`src/rtl/riscv_exc_controller_pkg.sv`:
```
// Shared cause codes, state encoding and helpers for the ID-stage exception sequencer.
package riscv_exc_controller_pkg;

  localparam logic [5:0] EXC_CAUSE_ILLEGAL = 6'h02;
  localparam logic [5:0] EXC_CAUSE_ECALL   = 6'h0B;
  localparam int         EXC_IRQ_FLAG      = 5;

  typedef enum logic [1:0] {
    EXC_IDLE,
    EXC_REQ,
    EXC_FLUSH
  } exc_state_t;

  // IRQ causes carry the interrupt flag in bit 5 and the line number below it
  function automatic logic [5:0] irq_cause(input logic [4:0] line);
    return {1'b1, line};
  endfunction

endpackage

```
`src/rtl/riscv_exc_controller_irq_prio_enc.sv`:
```
// Fixed-priority encoder over the interrupt lines; line 0 has the highest priority.
module riscv_irq_prio_enc #(
  parameter int N_IRQ = 32
) (
  input  logic [N_IRQ-1:0] irq,
  output logic             irq_valid,
  output logic [4:0]       irq_idx
);

  // Scan from the top down so the lowest asserted line is the last (winning) write
  always_comb begin
    irq_valid = 1'b0;
    irq_idx   = '0;
    for (int i = N_IRQ - 1; i >= 0; i--) begin
      if (irq[i]) begin
        irq_valid = 1'b1;
        irq_idx   = i[4:0];
      end
    end
  end

endmodule

```
`src/rtl/riscv_exc_controller.sv`:
```
// Exception/interrupt sequencer: arbitrates traps, handshakes with the controller and
// drives the CSR save/restore strobes.
module riscv_exc_controller
  import riscv_exc_controller_pkg::*;
#(
  parameter int N_IRQ = 32
) (
  input  logic             clk,
  input  logic             rst,
  input  logic [N_IRQ-1:0] irq_i,
  input  logic             irq_enable_i,
  input  logic             instr_valid_i,
  input  logic             illegal_insn_i,
  input  logic             ecall_insn_i,
  input  logic             mret_insn_i,
  input  logic             ctrl_ack_i,
  output logic             req_o,
  output logic [5:0]       cause_o,
  output logic             irq_pending_o,
  output logic             save_if_o,
  output logic             save_id_o,
  output logic             save_cause_o,
  output logic             restore_o
);

  exc_state_t state_q, state_d;
  logic [5:0] cause_q, cause_d;
  logic       restore_q, restore_d;
  logic       irq_valid;
  logic [4:0] irq_idx;

  riscv_irq_prio_enc #(
    .N_IRQ(N_IRQ)
  ) u_prio_enc (
    .irq      (irq_i),
    .irq_valid(irq_valid),
    .irq_idx  (irq_idx)
  );

  always_ff @(posedge clk) begin
    if (rst) begin
      state_q   <= EXC_IDLE;
      cause_q   <= '0;
      restore_q <= 1'b0;
    end else begin
      state_q   <= state_d;
      cause_q   <= cause_d;
      restore_q <= restore_d;
    end
  end

  // A pending IRQ is deliberately skipped on an mret cycle: IE comes back next cycle
  always_comb begin
    state_d      = state_q;
    cause_d      = cause_q;
    restore_d    = 1'b0;
    save_if_o    = 1'b0;
    save_id_o    = 1'b0;
    save_cause_o = 1'b0;
    unique case (state_q)
      EXC_IDLE: begin
        if (instr_valid_i && illegal_insn_i) begin
          cause_d = EXC_CAUSE_ILLEGAL;
          state_d = EXC_REQ;
        end else if (instr_valid_i && ecall_insn_i) begin
          cause_d = EXC_CAUSE_ECALL;
          state_d = EXC_REQ;
        end else if (instr_valid_i && mret_insn_i) begin
          restore_d = 1'b1;
        end else if (irq_enable_i && irq_valid) begin
          cause_d = irq_cause(irq_idx);
          state_d = EXC_REQ;
        end
      end
      EXC_REQ: begin
        if (ctrl_ack_i && !rst) begin
          save_cause_o = 1'b1;
          save_if_o    = cause_q[EXC_IRQ_FLAG];
          save_id_o    = !cause_q[EXC_IRQ_FLAG];
          state_d      = EXC_FLUSH;
        end
      end
      EXC_FLUSH: begin
        state_d = EXC_IDLE;
      end
      default: begin
        state_d = EXC_IDLE;
      end
    endcase
  end

  assign req_o         = (state_q == EXC_REQ);
  assign cause_o       = req_o ? cause_q : 6'h00;
  assign restore_o     = restore_q;
  assign irq_pending_o = (|irq_i) & irq_enable_i;

endmodule

```
`config.mk`:
```
export PLATFORM = sky130hd
export DESIGN_NAME = riscv_exc_controller
export DESIGN_NICKNAME = d
export VERILOG_FILES = /design/src/rtl/riscv_exc_controller_pkg.sv /design/src/rtl/riscv_exc_controller_irq_prio_enc.sv /design/src/rtl/riscv_exc_controller.sv
export SDC_FILE = /design/constraint.sdc
export NUM_CORES = 1
export LEC_CHECK = 0
export CELL_PAD_IN_SITES_DETAIL_PLACEMENT = 1
export CELL_PAD_IN_SITES_GLOBAL_PLACEMENT = 1
export CORE_UTILIZATION = 25
export DETAILED_ROUTE_END_ITERATION = 12
export PLACE_DENSITY = 0.88
export SLEW_MARGIN = 40
export SYNTH_ARGS = -nofsm -noshare
export SYNTH_HDL_FRONTEND = slang
export SYNTH_SLANG_ARGS = --single-unit
```
`constraint.sdc`:
```
create_clock -name clk -period 2.8 [get_ports clk]
set_clock_uncertainty 0.05 [all_clocks]
set_input_delay 0.42 -clock clk [delete_from_list [all_inputs] [get_ports clk]]
set_output_delay 0.42 -clock clk [all_outputs]
set_load 0.005 [all_outputs]
```
# ---- Word-level counts from Yosys, hierarchy flattened
# Index checks and enable logic that the tools add are counted.
# W data, S select, Z words.
dict set report totals {
  ff_bits 9
  latchBits 0
  ramBits 0
  mem_bits_ro 0
  input_bits 40
  output_inout_bits 12
  mem_count 0
}
dict set report op_classes {
  addsub 0
  n_mul 0
  div 0
  magnitude_cmp 0
  eq_ne 5
  shift 0
  muxes 82
  bitwise 2
  reduce_logical 13
}
# operator n
set ops {}
lappend ops {{$mux W5} 32}
lappend ops {{$mux W1} 39}
lappend ops {{$reduce_or A32 Y1} 1}
lappend ops {{$mux W6} 5}
lappend ops {{$mux W2} 5}
lappend ops {{$ne A4 B4 Y1 const B} 2}
lappend ops {{$reduce_and A3 Y1} 2}
lappend ops {{$logic_and A1 B1 Y1} 5}
lappend ops {{$pmux W2 S2} 1}
lappend ops {{$reduce_or A4 Y1} 1}
lappend ops {{$ne A3 B3 Y1 const B} 1}
lappend ops {{$reduce_bool A3 Y1} 1}
lappend ops {{$eq A2 B1 Y1 const B} 1}
lappend ops {{$logic_not A1 Y1} 2}
lappend ops {{$logic_not A2 Y1} 1}
lappend ops {{$ne A2 B1 Y1 const B} 1}
lappend ops {{$and A1 B1 Y1} 1}
lappend ops {{$not A1 Y1} 1}

# ---- Logic depth before layout (Yosys ltp)
# Gate-level depths: netlist (run 1).
dict set report logic_depth {
  depth_word 38
  depth_mapped 5
  mapped_depth_nobuf 5
}

# ---- By module
# From an unflattened synthesis (run 1), not the netlist that was laid out.
dict set report hier_totals {
  cells_unflattened 124
  hier_area_um2 889.6
}
# mod n_inst cells_per_inst area_each_um2 seq_area_each_um2
set modules_own_cells {}
lappend modules_own_cells {riscv_exc_controller 1 59 519.2 180.2}
lappend modules_own_cells {riscv_irq_prio_enc 1 65 370.4 0.0}

# ---- Least setup slack after synthesis (run 1)
# OpenSTA, ideal clock, no wires.
dict set report synth_path {
  path_type {input to register}
  from {in irq_i[15]}
  to {reg cause_q[0]}
  setup_ns 0.086
  arrival_ns 2.106
  required_time_ns 2.664
  path_slack_ns 0.557
  path_stages 5
  n_path_buf 0
  cell_sequence {or4_4 > or4b_4 > o2111ai_4 > a21oi_1 > a221oi_2}
}
dict set report synth_via {
  elab_chain_cells 20
  elab_cells_between_ends 39
}
# element line
set synth_rtl {}
lappend synth_rtl {{start: declaration} riscv_exc_controller.sv:10} ;# input logic [N_IRQ-1:0] irq_i,
lappend synth_rtl {{$mux W5 (16 in series)} riscv_exc_controller_irq_prio_enc.sv:15} ;# if (irq[i]) begin
lappend synth_rtl {{$mux W6} riscv_exc_controller.sv:70} ;# end else if (irq_enable_i && irq_valid) begin
lappend synth_rtl {{$mux W6} riscv_exc_controller.sv:68} ;# end else if (instr_valid_i && mret_insn_i) begin
lappend synth_rtl {{$mux W6} riscv_exc_controller.sv:65} ;# end else if (instr_valid_i && ecall_insn_i) begin
lappend synth_rtl {{$mux W6} riscv_exc_controller.sv:62} ;# if (instr_valid_i && illegal_insn_i) begin
lappend synth_rtl {{end signal: assignment} riscv_exc_controller.sv:47} ;# cause_q <= cause_d;
lappend synth_rtl {{end: declaration} riscv_exc_controller.sv:27} ;# logic [5:0] cause_q, cause_d;
# Parallel ways exist; a longest one is shown, timed or not. The select of a mux whose other input is x is not followed.
# A chain may end at the register's enable or synchronous reset.

# ---- Final worst setup path (run 1)
dict set report layout_path {
  from {in irq_i[13]}
  to {out irq_pending_o}
}
dict set report layout_via {
  elab_chain_cells 2
}
# element line
set layout_rtl {}
lappend layout_rtl {{$reduce_or A32 Y1} riscv_exc_controller.sv:95} ;# assign irq_pending_o = (|irq_i) & irq_enable_i;
lappend layout_rtl {{$and A1 B1 Y1} riscv_exc_controller.sv:95}
lappend layout_rtl {{end: declaration} riscv_exc_controller.sv:19} ;# output logic irq_pending_o,
# Every way passes these cells.

==> results of run 1 <==
## Yosys cell counts, types with 2 or more instances
cell type / count / area (um^2)
nor2_1: 13 / 48.8
nand3_1: 2 / 10.0
o21a_1: 2 / 15.0
nand2b_1: 3 / 18.8
nor3_1: 5 / 25.0
clkbuf_1: 2 / 7.51
o31ai_1: 4 / 30.0
nand2_1: 5 / 18.8
a21oi_1: 9 / 45.0
or4_4: 2 / 22.5
inv_1: 7 / 26.3
or4_1: 2 / 15.0
and2_1: 7 / 43.8
o21bai_1: 2 / 15.0
dfxtp_1: 9 / 180
o211ai_1: 3 / 22.5
nor2b_1: 5 / 31.3
and3_1: 4 / 25.0
a221o_1: 2 / 20.0
nand4_1: 3 / 18.8
o21ai_0: 2 / 10.0
nor4_1: 9 / 56.3
or3_1: 2 / 12.5
a221oi_2: 2 / 30.0
## through the flow
stage / utilization / std cells / power, mW / TNS (ns) / hold slack, ns
2_1_floorplan: - / 119 / 0.204 / 0 / 0.388
3_3_place_gp: 0.485 / 239 / 0.318 / -0.373 / 0.399
3_5_place_dp: 0.485 / 239 / 0.328 / -0.697 / 0.401
4_1_cts: 0.491 / 243 / 0.430 / 0 / 0.410
5_1_grt: 0.492 / 243 / 0.451 / 0 / 0.426
6_report: 0.492 / 243 / 0.426 / 0 / 0.409
## cells in the final DEF, fill, tap and decap left out, types with 5 or more instances in the layout
| cell type | count |
|---|---|
| nor4_1 | 9 |
| nand2_1 | 5 |
| clkdlybuf4s50_1 | 42 |
| dfxtp_1 | 9 |
| a21oi_1 | 9 |
| nor2_1 | 13 |
| nor3_1 | 5 |
| inv_1 | 7 |
| buf_4 | 25 |
| dlygate4sd2_1 | 8 |
| nor2b_1 | 5 |
| and2_1 | 7 |
## cell type report
class	count	area share
well taps	46	0.0348
multi-input cells	101	0.407
flip-flops and latches	9	0.109
clock buffers	4	0.0159
inverters	7	0.0159
repair buffers	76	0.417
## final timing paths
| check | endpoint | slack [ns] | depth (start not counted) |
|---|---|---|---|
| setup / recovery | irq_pending_o | 0.06 | 5 |
| hold / removal | cause_q[0] | 0.41 | 2 |
| setup reg to reg | cause_q[2] | 1.22 | 4 |
| hold reg to reg | cause_q[0] | 0.41 | 2 |
## layer usage
metal	GRT usage	up-vias	wire length [um]
met5	0	-	0
met4	0.111	0	54
met3	0.0210	6	127
met2	0.396	38	1920
met1	0.189	573	1300
li1	-	617	-
## flip-flops by register name, summed over array words and instances (netlist names)
name       count
cause_q        6
state_q        2
restore_o      1
## critical path: cells and delay by family
kind / cells / cell delay [ns]
AO/OA/AOI/OAI: 1 / 0.18
AND/OR/NAND/NOR: 2 / 0.99
buffers and inverters: 2 / 0.67
## power by group through the flow
stage	Combinational [mW]	Clock (mW)	Sequential, mW
3_3_place_gp	0.177	0	0.142
3_5_place_dp	0.185	0	0.143
4_1_cts	0.182	0.108	0.140
5_1_grt	0.197	0.114	0.140
2_1_floorplan	0.0626	0	0.141
6_report	0.182	0.104	0.139
## timing repair
item	4_1_cts	5_1_grt
setup endpoints to repair	1	1
hold buffers	0	0
pin swaps	5	1
resized for setup	9	1
## cells by family (layout without fill, tap and decap cells)
logic type	count (synthesis)	after routing	share of synthesized area
AOI/OAI and AO/OA	35	35	0.321
buffers and inverters	9	87	0.0382
DFF	9	9	0.204
and+or+nand+nor	66	66	0.437
==> results by stage, run 1 <==
Run status:
- The flow ran to the end, and the final reports show no timing, DRC or antenna violations.

Finish:
- The post-synthesis to final-layout area growth is 87.1%.
- The area occupied by multi-input gates is 674 um^2.
- The total area of sequential cells is 180 um^2.
- The total inserted antenna cells is 0.
- Counting the fill cells in the layout gives 452.
- The final non-filler cell area is 1660 um^2.
- The share of final-layout standard cells stronger than drive strength 1 is 0.188.
- The net count of the finished layout is 238.

Hold path:
- The class of the most critical hold timing path is reg2reg.
- In this run the most critical hold path is launched from cause_q[0].

Yosys:
- The synthesized design contains 9 register bits.
- The cell count after synthesis came out at 119.
- For this run, asynchronously set or reset flops after synthesis account for 0.
- The synthesized design contains 0 enable-type register cells.
- After synthesis, the mean cell area works out to 7.43 um^2.
- Yosys mapped the design onto 37 distinct sky130hd cell types.
- The cell area after synthesis is 885 um^2.
- The leading register cell type out of synthesis is dfxtp_1.
- Yosys printed 0 warnings.
- Synthesis produced a netlist with a net count of 159.
- For this run, the register share of the synthesized area comes to 0.204.

Global routing:
- The global-route wire length before repair is 5400 um.
- The total routing usage reported by global routing is 0.197.
- The via count of the first global-routing pass was 1299.
- The initial antenna violation count came to 0.
- The pin count of the biggest net entering global routing is 11.
- Global routing finished with a remaining overflow of 0.

Critical path:
- The slowest stage of the critical path is the or4b_4 cell.
- The arrival time at the worst endpoint is 2.27 ns.
- STA classifies the critical path endpoint as an output port.
- Data on the critical path is required at its endpoint by 2.33 ns.
- In this run the worst path has a maximum fanout of 2.
- The startpoint identified for the worst register-to-register timing path is state_q[1].
- The launch point of the worst path is irq_i[13].
- The critical path goes through clkdlybuf4s50_1 -> or4_4 -> or4b_4 -> o21a_1 -> dlygate4sd2_1.
- The maximum cell stage delay along the critical path is 0.50 ns.
- The critical setup path kind is in2out.
- The worst setup path is launched from a primary input.

Routing:
- The average wire per cell in the routed design is 14.0 um.
- Before antenna repair, the detailed router went through 4 iterations.
- The final wirelength is 3400 um.
- The detail route stage leaves a number of antenna-violating nets equal to 0.
- The average vias per placed instance is 5.08.
- After detailed routing, the number of remaining DRC violations is 0.
- After the first detailed-routing iteration, the DRC count stood at 26.
- The number of vias after detailed routing is 1234.

Timing:
- The total count of max-transition violations in the final report was 0.
- The smallest setup slack after layout is 0.0606 ns.
- Setup repair after global routing left no endpoint under its margin.
- The worst slew margin relative to its limit is 0.665.
- The transition time at the pin with the least slew margin is 0.496 ns.
- The number of setup violations in the final report is 0.
- After layout, the minimum clock period comes to 2.74 ns.
- The achievable clock frequency is 365 MHz.
- The fraction of the cycle the final worst path needs is 0.978.
- The count of endpoints failing hold in the final timing report is 0.

Floorplanning:
- In this run the vertical extent of the chip is 61.5 um.
- The die span in x is 61.5 um.
- The count of boundary I/O pins is 52.
- The die covers 3780 um^2.
- The total core area is 3360 um^2.
- The cell row count is 21.
- The initial cell density of the core is 0.263.

Clocking:
- In this run the number of H-tree levels came out at 1.
- The CTS root buffer is clkbuf_4.
- In this run the deepest clock path goes through 2 buffers.
- Clock tree synthesis inserted a total of 3 buffers.
- The clock-pin transition on the worst setup and hold timing paths is 0.06 ns.
- After clock tree synthesis, the setup repair step added 0 buffers.
- CTS saw 9 sinks.
- The later pin in the worst-skew pair is clocked with a latency of 0.27 ns.
- The clock tree from TritonCTS is yes.

Place:
- Once detailed placement completed, the half-perimeter wirelength came to 2970 um.
- The placed instances occupy a cell area of 1630 um^2.
- The weighted congestion reported at the end of routability-driven placement is 0.809.
- The number of input and output port buffers inserted is 51.
- OpenSTA, run right after detailed placement, puts the worst setup slack at -0.272 ns.

Run:
- The max-capacitance violation count is 0.

Power and ir drop:
- The cell area power density is 257 nW/um^2.
- Of the total power, registers draw 0.328.
- The proportion of total power due to net switching is 0.307.
- The highest ir drop seen on vdd is 0.0673 mV.
- The power share of the combinational group is 0.427.
- In this run the static leakage power is 0.645 nW.
- The clock network power share is 0.245.
- The internal power consumption is 0.295 mW.
- For this design the total switching power over the nets is 0.131 mW.
Power figures use the tool's default switching activity.
==> inputs of run 2 (changes only) <==
PLACE_DENSITY = 0.75   (was 0.88)
==> run 2 against run 1 <==
Clock power hardly changed. Sequential power hardly changed. First-iteration DRC count is the same. Combinational power hardly changed. Total power up 0.12%. Cell area up 0.53%. Flip-flop and latch count stayed put. Hold slack gained 0.0058 ns. Global-route usage fell by 1.0 points. Critical path type unchanged. Critical endpoint unchanged.
==> results by stage, run 2 (same netlist as run 1, synthesis figures left out) <==
Run status:
- Result of the run: finished clean (unchanged).

Timing:
- The count of endpoints failing hold in the final timing report is 0 (unchanged).
- The final sum of negative setup slack is 0 ns (unchanged).
- The number of setup violations in the final report is 0 (unchanged).
- The worst slew margin relative to its limit is 0.620 (was 0.665).
- The fraction of the cycle the final worst path needs is 0.976 (was 0.978).
- The transition time at the pin with the least slew margin is 0.563 ns (was 0.496 ns).
- The achievable clock frequency is 366 MHz (was 365 MHz).
- Unrepaired setup endpoints after global routing: false (unchanged).
- The minimum hold slack is 0.415 ns (was 0.409 ns).
- The clock period minus final worst setup slack is 2.73 ns (was 2.74 ns).
- The total count of max-transition violations in the final report came to 0 (unchanged).

Critical path:
- The maximum cell stage delay along the critical path is 0.53 ns (was 0.50 ns).
- The path depth of the worst reg2reg path came to 4 (unchanged).
- The worst endpoint required time was 2.33 ns (about the same).
- Cells along the critical path: clkdlybuf4s50_1 -> or4_4 -> or4b_4 -> o21a_1 -> clkdlybuf4s15_1 (was clkdlybuf4s50_1 -> or4_4 -> or4b_4 -> o21a_1 -> dlygate4sd2_1).
- The critical setup path kind is in2out (unchanged).
- The element type at the critical path end was an output port (unchanged).
- The endpoint of the most critical register-to-register path is cause_q[4] (was cause_q[2]).
- The arrival time at the worst endpoint is 2.26 ns (was 2.27 ns).
- The worst reg-to-reg setup slack is 1.24 ns (was 1.22 ns).
- The maximum fanout encountered on the critical timing path was 2 (unchanged).
- The cell with the largest stage delay on the worst path is or4_4 (was or4b_4).
- The critical path launch point type is a primary input (unchanged).
- The beginning of the worst register-to-register path is state_q[1] (unchanged).

Run:
- The max-capacitance violation count is 0 (unchanged).

Global routing:
- The remaining global-route overflow came to 0 (unchanged).
- The global-route wire length before repair is 5280 um (was 5400 um).
- The initial antenna violation count is 0 (unchanged).
- The via count of the first global-routing pass is 1290 (was 1299).
- The total routing usage reported by global routing is 0.187 (was 0.197).
- The pin count of the biggest net entering global routing was 11 (unchanged).

Finish:
- The final non-filler cell area was 1660 um^2 (about the same).
- The share of final-layout standard cells stronger than drive strength 1 was 0.192 (was 0.188).
- The total inserted antenna cells is 0 (unchanged).
- The number of flip-flops in the largest register was 6 (unchanged).
- The leading cell type in the layout, fill and taps excluded is clkdlybuf4s50_1 (unchanged).
- The number of nets in the layout is 239 (was 238).
- The number of filler cells placed in the layout was 447 (was 452).
- The count of placed standard cells in the final layout, fillers left out is 244 (was 243).
- The post-synthesis to final-layout area growth is 88.1% (was 87.1%).
- The largest register by flop count is cause_q (unchanged).
- Leading cell types in the layout, fill and taps excluded: clkdlybuf4s50_1, buf_4, nor2_1 (unchanged).

Routing:
- The antenna violation net count after detailed routing is 0 (unchanged).
- The number of vias after detailed routing is 1224 (was 1234).
- The routed metal-1 wire length is 1190 um (was 1300 um).
- The met2 routed wirelength is 1950 um (was 1920 um).
- The average wire per cell in the routed design is 13.6 um (was 14.0 um).
- The iteration-0 DRC count of the detailed router was 26 (unchanged).
- The final wirelength is 3310 um (was 3400 um).
- The length of the first detailed-routing pass in iterations is 4 (unchanged).
- The detailed-routed wire length on met3 was 126 um (was 127 um).
- The average vias per placed instance was 5.02 (was 5.08).
- The detailed-route DRC error count is 0 (unchanged).
- The highest layer used for signal routing is met4 (unchanged).

Floorplanning:
- The count of boundary I/O pins came to 52 (unchanged).
- The initial cell density of the core is 0.263 (unchanged).
- The die area is 3780 um^2 (unchanged).
- The die span in x is 61.5 um (unchanged).
- The cell row count is 21 (unchanged).
- The height of the die is 61.5 um (unchanged).
- The total core area is 3360 um^2 (unchanged).

Clocking:
- The maximum clock insertion buffer count is 2 (unchanged).
- The insertion delay of the later-clocked pin in the worst-skew pair is 0.26 ns (was 0.27 ns).
- The CTS root buffer is clkbuf_4 (unchanged).
- The hold-fix buffer count after cts is 0 (unchanged).
- The number of sinks handled by clock tree synthesis is 9 (unchanged).
- The clock-pin transition on the worst setup and hold timing paths is 0.07 ns (was 0.06 ns).
- The clock tree from TritonCTS is yes (unchanged).
- The number of H-tree levels is 1 (unchanged).
- The number of buffers created by CTS is 3 (unchanged).

Hold path:
- The endpoint of the worst hold-timing path is cause_q[1] (was cause_q[0]).
- The cell depth of the worst min-delay path is 2 (unchanged).
- The class of the most critical hold timing path is reg2reg (unchanged).
- The hold path startpoint was cause_q[1] (was cause_q[0]).

Place:
- The total placed instance area is 1630 um^2 (unchanged).
- The weighted congestion reported at the end of routability-driven placement is 0.798 (was 0.809).
- The number of input and output port buffers inserted is 51 (unchanged).
- The final HPWL from detailed placement is 3040 um (was 2970 um).
- The total instance count after detailed placement came to 239 (unchanged).

Power and ir drop:
- The power after layout is 0.426 mW (about the same).
- The cell area power density came to 256 nW/um^2 (was 257 nW/um^2).
- The highest ir drop seen on vdd is 0.0864 mV (was 0.0673 mV).
- The leakage power figure came to 0.637 nW (was 0.645 nW).
## run 2: cell type report
cell class / instances / area, um^2 / share of cell area
clock buffer: 4 / 26.3 / 0.0158
inverter: 7 / 26.3 / 0.0158
multi-input combinational: 101 / 674 / 0.405
sequential: 9 / 180 / 0.108
tap: 46 / 57.6 / 0.0346
timing repair buffer: 77 / 699 / 0.420
## run 2: metal layers
metal  GRT usage  vias to the layer above
li1            -                      619
met3      0.0189                        5
met5           0                        -
met2       0.418                       36
met4      0.0635                        0
met1       0.163                      564
## run 2: how the worst max path moves through the flow
stage,from,cells after the start,end
after global routing,irq_i[2],5,irq_pending_o
final,irq_i[2],5,irq_pending_o
after floorplan,irq_i[15],5,cause_q[0]
after global placement,irq_i[15],5,irq_pending_o
after detailed placement,irq_i[15],5,irq_pending_o
after CTS,irq_i[0],5,irq_pending_o
## run 2: critical path, delay by kind of cell
kind,cells,cell delay (ns)
compound gates,1,0.18
simple gates,2,1.03
buf+inv,2,0.63
## run 2: through the flow
step / setup slack, ns / utilization
6_report: 0.0664 / 0.495
5_1_grt: 0.0101 / 0.495
4_1_cts: 0.0509 / 0.495
3_5_place_dp: -0.262 / 0.485
3_3_place_gp: -0.247 / 0.485
2_1_floorplan: 0.557 / -
## run 2: power by group
group,switching (mW),internal [mW],leakage (nW)
logic,0.0766,0.106,0.548
clock network,0.0487,0.0550,0.0150
registers,0.00380,0.136,0.0736
total,0.129,0.297,0.637
## run 2: timing repair
action | in CTS | in global routing
endpoints found under the setup margin | 1 | 0
setup buffers | 1 | 0
gates resized for setup | 8 | 0
==> inputs of run 3 (changes only) <==
MAX_ROUTING_LAYER = met4   (was not set)
==> run 3 against run 2 <==
Sequential power barely moved. First-iteration DRC count did not move. Flip-flop and latch count did not move. Largest power group unchanged. Highest routed layer unchanged. Critical path depth did not move. Fmax did not move. Sequential share of layout area did not move. Register-to-register slack barely moved. Largest cell class unchanged.
==> results by stage, run 3 (same netlist as run 1, synthesis figures left out) <==
Timing:
- The fraction of the cycle the final worst path needs is 0.976 (unchanged).
- The worst slew margin relative to its limit came to 0.620 (unchanged).
- The number of setup violations in the final report is 0 (unchanged).
- The achievable clock frequency is 366 MHz (unchanged).
- Unrepaired setup endpoints after global routing: false (unchanged).
- The clock period minus final worst setup slack is 2.73 ns (unchanged).
- The total count of max-transition violations in the final report is 0 (unchanged).
- The transition time at the pin with the least slew margin came to 0.563 ns (unchanged).
- The count of endpoints failing hold in the final timing report is 0 (unchanged).

Finish:
- The total inserted antenna cells is 0 (unchanged).
- The number of nets in the layout was 239 (unchanged).
- The final non-filler cell area came to 1660 um^2 (unchanged).
- The largest register by flop count is cause_q (unchanged).
- The leading cell type in the layout, fill and taps excluded is clkdlybuf4s50_1 (unchanged).
- The post-synthesis to final-layout area growth is 88.1% (unchanged).
- Leading cell types in the layout, fill and taps excluded: clkdlybuf4s50_1, buf_4, nor2_1 (unchanged).
- The share of final-layout standard cells stronger than drive strength 1 is 0.192 (unchanged).
- The number of flip-flops in the largest register is 6 (unchanged).

Routing:
- The antenna violation net count after detailed routing is 0 (unchanged).
- The length of the first detailed-routing pass in iterations came to 4 (unchanged).
- The detailed-route DRC error count was 0 (unchanged).
- The average vias per placed instance is 5.02 (unchanged).
- The average wire per cell in the routed design was 13.6 um (unchanged).
- The number of vias after detailed routing is 1224 (unchanged).
- The iteration-0 DRC count of the detailed router is 26 (unchanged).
- The final wirelength is 3310 um (unchanged).

Power and ir drop:
- The power after layout was 0.426 mW (about the same).
- The proportion of total power due to net switching was 0.303 (about the same).
- The cell area power density was 256 nW/um^2 (about the same).
- The clock network power share is 0.243 (was 0.244).
- The sequential share of power is 0.328 (about the same).
- The power share of the combinational group was 0.429 (about the same).
- The reported net switching power is 0.129 mW (about the same).
- The leakage power figure was 0.637 nW (unchanged).
- The highest ir drop seen on vdd is 0.0864 mV (unchanged).
- The internal power consumption came to 0.297 mW (about the same).

Clocking:
- The number of buffers created by CTS came to 3 (unchanged).
- The hold-fix buffer count after cts is 0 (unchanged).
- The insertion delay of the later-clocked pin in the worst-skew pair is 0.26 ns (about the same).
- The number of sinks handled by clock tree synthesis is 9 (unchanged).
- The CTS root buffer was clkbuf_4 (unchanged).
- The clock tree from TritonCTS is yes (unchanged).
- The clock-pin transition on the worst setup and hold timing paths is 0.07 ns (about the same).
- The number of H-tree levels was 1 (unchanged).
- The maximum clock insertion buffer count is 2 (unchanged).

Place:
- The final HPWL from detailed placement is 3040 um (unchanged).
- The number of input and output port buffers inserted is 51 (unchanged).
- The weighted congestion reported at the end of routability-driven placement is 0.809 (was 0.798).
- The total placed instance area is 1630 um^2 (unchanged).

Global routing:
- The via count of the first global-routing pass was 1289 (was 1290).
- The global-route wire length before repair is 5290 um (was 5280 um).
- The pin count of the biggest net entering global routing is 11 (unchanged).
- The total routing usage reported by global routing came to 0.193 (was 0.187).
- The initial antenna violation count is 0 (unchanged).
- The remaining global-route overflow is 0 (unchanged).

Hold path:
- The class of the most critical hold timing path is reg2reg (unchanged).
- The cell depth of the worst min-delay path was 2 (unchanged).

Floorplanning:
- The total core area is 3360 um^2 (unchanged).
- The initial cell density of the core came to 0.263 (unchanged).
- The height of the die is 61.5 um (unchanged).
- The die area was 3780 um^2 (unchanged).
- The die span in x is 61.5 um (unchanged).
- The count of boundary I/O pins is 52 (unchanged).
- The cell row count is 21 (unchanged).

Run status:
- Result of the run: finished clean (unchanged).

Critical path:
- The critical setup path kind is in2out (unchanged).
- Cells along the critical path: clkdlybuf4s50_1 -> or4_4 -> or4b_4 -> o21a_1 -> clkdlybuf4s15_1 (unchanged).
- The cell with the largest stage delay on the worst path is or4_4 (unchanged).
- The critical path launch point type is a primary input (unchanged).
- The path depth of the worst reg2reg path is 4 (unchanged).
- The maximum fanout encountered on the critical timing path is 2 (unchanged).
- The maximum cell stage delay along the critical path was 0.53 ns (about the same).
- The arrival time at the worst endpoint came to 2.26 ns (about the same).
- The worst endpoint required time was 2.33 ns (about the same).
- The element type at the critical path end is an output port (unchanged).

Run:
- The max-capacitance violation count is 0 (unchanged).
-- run 3: cell counts in the layout (fill, tap and decap cells not counted) --
No cell type changed its count.
-- run 3: power by group through the flow --
stage	Combinational, mW	Clock [mW]	Sequential, mW
2_1_floorplan	0.0626	0	0.141
3_3_place_gp	0.179	0	0.142
3_5_place_dp	0.185	0	0.143
4_1_cts	0.184	0.106	0.140
5_1_grt	0.198	0.112	0.141
6_report	0.183	0.104	0.140
-- run 3: cell type report --
| cell class | instances | area, um^2 |
|---|---|---|
| flip-flops and latches | 9 | 180 |
| inverters | 7 | 26.3 |
| well taps | 46 | 57.6 |
| repair buffers | 77 | 699 |
| clock buffers | 4 | 26.3 |
| fillers | 447 | 1700 |
| multi-input cells | 101 | 674 |
-- run 3: stage by stage --
| stage | setup TNS, ns | std cells | worst slack [ns] | utilization | hold slack [ns] |
|---|---|---|---|---|---|
| after global placement | -0.375 | 239 | -0.247 | 0.485 | 0.401 |
| after floorplan | 0 | 119 | 0.557 | - | 0.388 |
| after CTS | 0 | 244 | 0.0509 | 0.495 | 0.418 |
| after detailed placement | -0.616 | 239 | -0.262 | 0.485 | 0.408 |
| after global routing | 0 | 244 | 0.0101 | 0.495 | 0.434 |
| final | 0 | 244 | 0.0664 | 0.495 | 0.415 |
-- run 3: final timing paths --
kind | from | end | slack [ns]
worst min-delay path | cause_q[1] | cause_q[1] | 0.41
worst min register to register | cause_q[1] | cause_q[1] | 0.41
worst max register to register | state_q[1] | cause_q[4] | 1.24
worst max-delay path | irq_i[2] | irq_pending_o | 0.07
-- run 3: repair_timing --
| item | CTS | global route |
|---|---|---|
| buffers inserted | 1 | 0 |
| resized for setup | 8 | 0 |
| setup endpoints to repair | 1 | 0 |
-- run 3: critical path: cells and delay by family --
kind	cells	cell delay, ns
buffers and inverters	2	0.63
AND/OR/NAND/NOR	2	1.03
AO/OA/AOI/OAI	1	0.18
-- run 3: layer usage --
layer	track usage	routed length, um
met3	0.0168	117
met4	0.0635	42
met2	0.418	1950
met5	-	0
met1	0.166	1200
